<file path="src/rtl/m2vfb_mbwriter_if.sv">
// m2vfb_mbwriter_if: Avalon-MM write port from the macroblock writer to the frame-buffer SDRAM
interface m2vfb_mbwriter_if #(parameter int MEM_WIDTH = 18) ();
  logic [MEM_WIDTH-1:0] address;
  logic                 write;
  logic [15:0]          writedata;
  logic                 read;
  logic                 waitrequest;
  modport master (output address, write, writedata, read, input waitrequest);
  modport slave  (input address, write, writedata, read, output waitrequest);
endinterface

</file>
<file path="src/rtl/m2vfb_mbwriter.sv">
// m2vfb_mbwriter: packs a 4:2:0 macroblock byte stream into 16-bit frame-buffer writes and updates the page table
module m2vfb_mbwriter #(
  parameter int MEM_WIDTH = 18,
  parameter int MBX_WIDTH = 5,
  parameter int MBY_WIDTH = 4
) (
  input  logic                           clk,
  input  logic                           reset_n,
  input  logic                           softreset,
  input  logic                           mb_start,
  input  logic [MBX_WIDTH-1:0]           mb_x,
  input  logic [MBY_WIDTH-1:0]           mb_y,
  input  logic                           mb_page,
  input  logic                           mb_coded,
  input  logic                           s_valid,
  input  logic [7:0]                     s_data,
  output logic                           s_ready,
  output logic                           busy,
  output logic                           mb_done,
  m2vfb_mbwriter_if.master               fbuf,
  output logic                           ptbl_write,
  output logic [MBX_WIDTH+MBY_WIDTH-1:0] ptbl_address,
  output logic [1:0]                     ptbl_data
);
  localparam int AW = MBX_WIDTH + MBY_WIDTH + 9;
  typedef enum logic [2:0] {IDLE, LUMA, CB, CR, DRAIN, PTBL, DONE} state_t;
  state_t state, state_n;
  logic [7:0] idx, ylo;
  logic [7:0] cb_buf [64];
  logic [MBX_WIDTH-1:0] lx;
  logic [MBY_WIDTH-1:0] ly;
  logic lpg, lcoded, wr_pend, acc, word_done, last;
  logic [AW-1:0] wr_addr, nxt_addr;
  logic [15:0] wr_data;
  // word layout: {page, chroma, mb row, pixel row, mb col, word col}
  function automatic logic [AW-1:0] fb_lu(input logic pg, input logic [MBX_WIDTH-1:0] mx, input logic [2:0] x2,
                                          input logic [MBY_WIDTH-1:0] my, input logic [3:0] y);
    return {pg, 1'b0, my, y, mx, x2};
  endfunction
  function automatic logic [AW-1:0] fb_ch(input logic pg, input logic sel, input logic [MBX_WIDTH-1:0] mx,
                                          input logic [2:0] cx, input logic [MBY_WIDTH-1:0] my, input logic [3:0] cy4);
    return {pg, 1'b1, my, cy4 | {3'b000, sel}, mx, cx};
  endfunction
  assign s_ready      = (state inside {LUMA, CB, CR}) & ~(wr_pend & fbuf.waitrequest);
  assign acc          = s_valid & s_ready;
  assign word_done    = (state == LUMA) ? idx[0] : (state == CR);
  assign last         = (state == LUMA) ? (idx == 8'hFF) : (idx[5:0] == 6'h3F);
  assign nxt_addr     = (state == LUMA) ? fb_lu(lpg, lx, idx[3:1], ly, idx[7:4])
                                        : fb_ch(lpg, idx[0], lx, idx[2:0], ly, {idx[5:3], 1'b0});
  assign busy         = state != IDLE;
  assign mb_done      = state == DONE;
  assign ptbl_write   = state == PTBL;
  assign ptbl_address = {ly, lx};
  assign ptbl_data    = {lcoded, lcoded & lpg};
  assign fbuf.write     = wr_pend;
  assign fbuf.address   = MEM_WIDTH'(wr_addr);
  assign fbuf.writedata = wr_data;
  assign fbuf.read      = 1'b0;
  always_comb begin
    state_n = state;
    case (state)
      IDLE:         if (mb_start) state_n = mb_coded ? LUMA : PTBL;
      LUMA, CB, CR: if (acc & last) state_n = state_t'(state + 3'd1);
      DRAIN:        if (~wr_pend | ~fbuf.waitrequest) state_n = PTBL;
      PTBL:         state_n = DONE;
      default:      state_n = IDLE;
    endcase
  end
  always_ff @(posedge clk or negedge reset_n)
    if (!reset_n) begin
      state   <= IDLE;
      idx     <= '0;
      ylo     <= '0;
      lx      <= '0;
      ly      <= '0;
      lpg     <= 1'b0;
      lcoded  <= 1'b0;
      wr_pend <= 1'b0;
      wr_addr <= '0;
      wr_data <= '0;
    end else if (softreset) begin
      state   <= IDLE;
      idx     <= '0;
      wr_pend <= 1'b0;
    end else begin
      state <= state_n;
      if (state == IDLE && mb_start) begin
        lx     <= mb_x;
        ly     <= mb_y;
        lpg    <= mb_page;
        lcoded <= mb_coded;
      end
      if (acc) idx <= (state == LUMA) ? idx + 8'd1 : {2'b00, idx[5:0] + 6'd1};
      if (acc && state == LUMA && !idx[0]) ylo <= s_data;
      if (acc && word_done) begin
        wr_pend <= 1'b1;
        wr_addr <= nxt_addr;
        wr_data <= (state == LUMA) ? {s_data, ylo} : {cb_buf[idx[5:0]], s_data};
      end else if (!fbuf.waitrequest) wr_pend <= 1'b0;
    end
  always_ff @(posedge clk)
    if (acc && state == CB) cb_buf[idx[5:0]] <= s_data;
endmodule

</file>
<file path="src/flat_wrapper.sv">
// flat-port wrapper written by rule: the top's interface ports become plain ports
module m2vfb_mbwriter_flat 
#(
  parameter int MEM_WIDTH = 18,
  parameter int MBX_WIDTH = 5,
  parameter int MBY_WIDTH = 4
)
  (clk, reset_n, softreset, mb_start, mb_x, mb_y, mb_page, mb_coded, s_valid, s_data, s_ready, busy, mb_done, ptbl_write, ptbl_address, ptbl_data, fbuf_address, fbuf_write, fbuf_writedata, fbuf_read, fbuf_waitrequest);
  m2vfb_mbwriter_if #(.MEM_WIDTH(MEM_WIDTH)) fbuf_i ();
  input  logic clk;
  input  logic reset_n;
  input  logic softreset;
  input  logic mb_start;
  input  logic [MBX_WIDTH-1:0] mb_x;
  input  logic [MBY_WIDTH-1:0] mb_y;
  input  logic mb_page;
  input  logic mb_coded;
  input  logic s_valid;
  input  logic [7:0] s_data;
  output logic s_ready;
  output logic busy;
  output logic mb_done;
  output logic ptbl_write;
  output logic [MBX_WIDTH+MBY_WIDTH-1:0] ptbl_address;
  output logic [1:0] ptbl_data;
  output wire logic [$bits(fbuf_i.address)-1:0] fbuf_address;
  output wire logic [$bits(fbuf_i.write)-1:0] fbuf_write;
  output wire logic [$bits(fbuf_i.writedata)-1:0] fbuf_writedata;
  output wire logic [$bits(fbuf_i.read)-1:0] fbuf_read;
  input wire logic [$bits(fbuf_i.waitrequest)-1:0] fbuf_waitrequest;
  assign fbuf_address = fbuf_i.address;
  assign fbuf_write = fbuf_i.write;
  assign fbuf_writedata = fbuf_i.writedata;
  assign fbuf_read = fbuf_i.read;
  assign fbuf_i.waitrequest = fbuf_waitrequest;
  m2vfb_mbwriter #(.MEM_WIDTH(MEM_WIDTH), .MBX_WIDTH(MBX_WIDTH), .MBY_WIDTH(MBY_WIDTH)) u_core (.clk(clk), .reset_n(reset_n), .softreset(softreset), .mb_start(mb_start), .mb_x(mb_x), .mb_y(mb_y), .mb_page(mb_page), .mb_coded(mb_coded), .s_valid(s_valid), .s_data(s_data), .s_ready(s_ready), .busy(busy), .mb_done(mb_done), .fbuf(fbuf_i), .ptbl_write(ptbl_write), .ptbl_address(ptbl_address), .ptbl_data(ptbl_data));
endmodule
</file>
<file path="config.mk">
export PLATFORM = sky130hd
export DESIGN_NAME = m2vfb_mbwriter_flat
export DESIGN_NICKNAME = d
export VERILOG_FILES = /design/src/rtl/m2vfb_mbwriter_if.sv /design/src/rtl/m2vfb_mbwriter.sv /design/src/flat_wrapper.sv
export SDC_FILE = /design/constraint.sdc
export NUM_CORES = 1
export LEC_CHECK = 0
export BUFFER_PORTS_ARGS = -buffer_cell sky130_fd_sc_hd__buf_2
export CORE_MARGIN = 4
export CORE_UTILIZATION = 60
export CTS_CLUSTER_DIAMETER = 120
export CTS_CLUSTER_SIZE = 12
export DETAILED_ROUTE_END_ITERATION = 10
export GPL_ROUTABILITY_DRIVEN = 0
export PLACE_DENSITY = 0.84
export SETUP_SLACK_MARGIN = 0.3
export SKIP_CTS_REPAIR_TIMING = 1
export SYNTH_ARGS = -nofsm -noshare
export SYNTH_HDL_FRONTEND = slang
export SYNTH_SLANG_ARGS = --single-unit
</file>
<file path="constraint.sdc">
create_clock -name clk -period 6.4 [get_ports clk]
set_input_delay 1.28 -clock clk [delete_from_list [all_inputs] [get_ports clk]]
set_output_delay 1.28 -clock clk [all_outputs]
set_load 0.01 [all_outputs]
</file>
==> reports/metrics.csv <==
stage,metric,value,unit
global_route,grt_max_degree,68,
logic_synthesis,yosys.area_share.adder,0.00323,
worst_setup_path,crit_start,fbuf_waitrequest,
logic_synthesis,synth.avg_cell_area,16.2,µm²
worst_setup_path,cp_cell_sequence,buf_2 > a21bo_2 > nor3b_1 > nand3_1 > nor2_1,
routing,num_vias,14100,
power_and_ir_drop,ir_drop,0.230,mV
routing,dr_wl_met2,27100,µm
power_and_ir_drop,leakage,8.24,nW
routing,dr_wl_met3,8310,µm
final_layout,syn_to_final_growth,8.87,%
clock_network,clkTransAtPathRegs,60,ps
worst_setup_path,r2r_start,u_core.idx[1],
clock_network,cts_buffers,54,
global_route,grt_pass1_wl,87900,µm
worst_setup_path,required,6640,ps
clock_network,cts_tree,yes,
die,die_area,41900,µm²
logic_synthesis,synth_cells,1432,
logic_synthesis,synth_top_family_by_area,multiplexers,
power_and_ir_drop,cellPowerDensity,327,nW/µm²
final_layout,insertedDiodeCount,0,
logic_synthesis,netlist_area,23200,µm²
worst_setup_path,worst_setup_path_start_kind,input port,
logic_synthesis,synth_edf_count,512,
routing,ant_nets,0,
outcome,status,"complete, no violations",
clock_network,htree_levels,2,
clock_network,cts_sinks,577,
power_and_ir_drop,finalPower,8.28,mW
logic_synthesis,async_reset_ff_frac,0.113,
timing,drv_slew,0,
logic_synthesis,synth_ff_type,edfxtp_1,
final_layout,final_cell_mix,"512 x edfxtp_1, 125 x nor2_1, 92 x mux2i_1",
routing,wl_per_cell,29.7,µm
timing,fin_ws,2600,ps
global_route,grt-ovfl-total,0,
routing,via_per_inst,7.00,
placement,port_buffers,74,
final_layout,fin_util,0.667,
worst_setup_path,crit_type,input port to flop,
logic_synthesis,synth_xor_area_frac,0.00151,
timing,grt_setup_unrepaired,no,
clock_network,cts_root_buf,clkbuf_16,
worst_setup_path,path_max_fanout,8,
logic_synthesis,synthMuxAreaShare,0.0952,
die,die_x,205,µm
job,maxCapViolations,0,
worst_setup_path,slowest_stage,nand3_1,
die,initial_core_util,0.613,
routing,dr.pass1.iters,5,
die,dieHeight,205,µm
logic_synthesis,yosys.area_share.simple,0.0522,
logic_synthesis,ys_seq_elements,577,
worst_setup_path,cp-end-kind,flop,
routing,routed.top_layer,met5,
global_route,first_global_vias,13500,
routing,dr.first_iter.drc_count,2621,
final_layout,finalNetCount,1512,
logic_synthesis,ys_warn_count,0,
routing,drt_wl_total,59800,µm
timing,hold_viol,0,
die,coreArea,37900,µm²
logic_synthesis,synth.yosys.seq_area_share,0.732,
worst_setup_path,crit_buf_inv,1,
timing,tightest_slew,1080,ps
routing,m1WireLength,21300,µm
die,pin_count,76,
global_route,grt.total_usage,0.284,
worst_setup_path,slowest_delay,930,ps
placement,dp_hpwl,35600,µm
clock_network,cts_buffer_depth,3,
placement,dp_slack,2160,ps
final_layout,drive_gt1_frac,0.176,
timing,period_share,0.593,
worst_setup_path,crit_arrival,4030,ps
min_path,hp-start,u_core.fbuf.address[14],
timing,worst_clock_skew,24.1,ps
clock_network,clk_latency,610,ps
timing,max_freq,263,MHz
timing,setup_viol,0,
final_layout,layout_commonest_cell,edfxtp_1,
die,rows,71,
timing,period_needed,3800,ps
global_route,antenna_found_initial,1,
routing,drc,0,
timing,tns,0,ps
logic_synthesis,synth-compound-area-share,0.0880,
min_path,hold_class,flop to flop,
logic_synthesis,syn-num-nets,1463,
logic_synthesis,synth.distinct_cells,72,
worst_setup_path,crit_family,simple AND/OR/NAND/NOR gates,
timing,slew_headroom,0.280,
per-stage QoR:
stage / hold WS [ps] / instances / cell area, µm²
floorplan: 481 / 1432 / 23200
global placement: 486 / 1936 / 23800
detailed placement: 492 / 1936 / 23800
CTS: 505 / 2014 / 25300
global route: 517 / 2014 / 25300
finish: 501 / 2014 / 25300
layer usage:
| metal | up-vias | track usage |
|---|---|---|
| met5 | - | 0 |
| met4 | 3 | 0.116 |
| met3 | 248 | 0.0790 |
| met2 | 1195 | 0.439 |
| met1 | 6921 | 0.389 |
| li1 | 5730 | - |
power breakdown:
group	internal, mW	switching [mW]	total [mW]	leakage [nW]
logic	0.398	0.700	1.10	2.06
clock network	1.54	1.30	2.83	0.711
registers	4.23	0.121	4.35	5.46
area by class of cell:
type | count | area, µm²
well taps | 511 | 639
fillers | 2407 | 12600
clock inverters | 4 | 45.0
inverters | 7 | 26.3
flip-flops and latches | 577 | 17000
repair buffers | 97 | 553
multi-input cells | 744 | 5600
clock buffers | 74 | 1430
worst paths after layout:
kind                                           end  slack, ps  cells past startpoint
max in group asynchronous            u_core.idx[0]       4920                      2
max                            u_core.cb_buf[2][5]       2600                      5
min in group asynchronous          u_core.state[0]        850                      2
min reg2reg                u_core.fbuf.address[14]        500                      1
min                        u_core.fbuf.address[14]        500                      1
max reg2reg                   u_core.cb_buf[15][3]       2690                      4
worst reg2reg max path, delay by kind of cell (launching register included):
| kind | cells | cell delay [ps] |
|---|---|---|
| AND/OR/NAND/NOR | 3 | 1790 |
| flip-flops | 1 | 960 |
| buffers and inverters | 1 | 580 |
cells in the mapped netlist (all sizes together) (4+ instances only):
cell type    n  area share
a221o        8      0.0034
mux2        64       0.031
nand3       20      0.0043
a31oi       28      0.0078
a32oi        4      0.0015
ha           6      0.0032
a22oi       41       0.013
nor2       127       0.021
o22ai       28      0.0075
dfrtp       65       0.070
clkbuf      34      0.0055
nand2       74       0.012
buf         70       0.021
edfxtp     512        0.66
o22a         6      0.0023
a211oi       6      0.0019
nor2b        4      0.0011
o221ai       5      0.0019
a221oi      49       0.019
or3          5      0.0013
and2         7      0.0019
o21bai       6      0.0019
a22o        10      0.0038
mux4        25       0.024
mux2i       92       0.040
nor3         6      0.0023
inv          7      0.0011
nand2b       5      0.0013
o21ai       35      0.0075
a21oi       31      0.0067
kinds of logic after synthesis:
| kind of cell | Yosys count |
|---|---|
| flip-flops | 577 |
| AO/OA/AOI/OAI | 281 |
| AND/OR/NAND/NOR | 271 |
| multiplexers | 181 |
| buffers and inverters | 111 |
| adder cells (fa/ha/maj) | 6 |
| XOR/XNOR | 4 |
| other | 1 |
registers in the layout, summed over array words and instances, names as in the netlist:
name                   count
u_core.idx                 8
u_core.fbuf.writedata     16
u_core.state               3
u_core.ylo                 8
u_core.lpg                 1
u_core.ly                  4
u_core.lx                  5
u_core.lcoded              1
u_core.cb_buf            512
u_core.fbuf.write          1
u_core.fbuf.address       18
No activity file was read; power rests on OpenSTA's default activity.
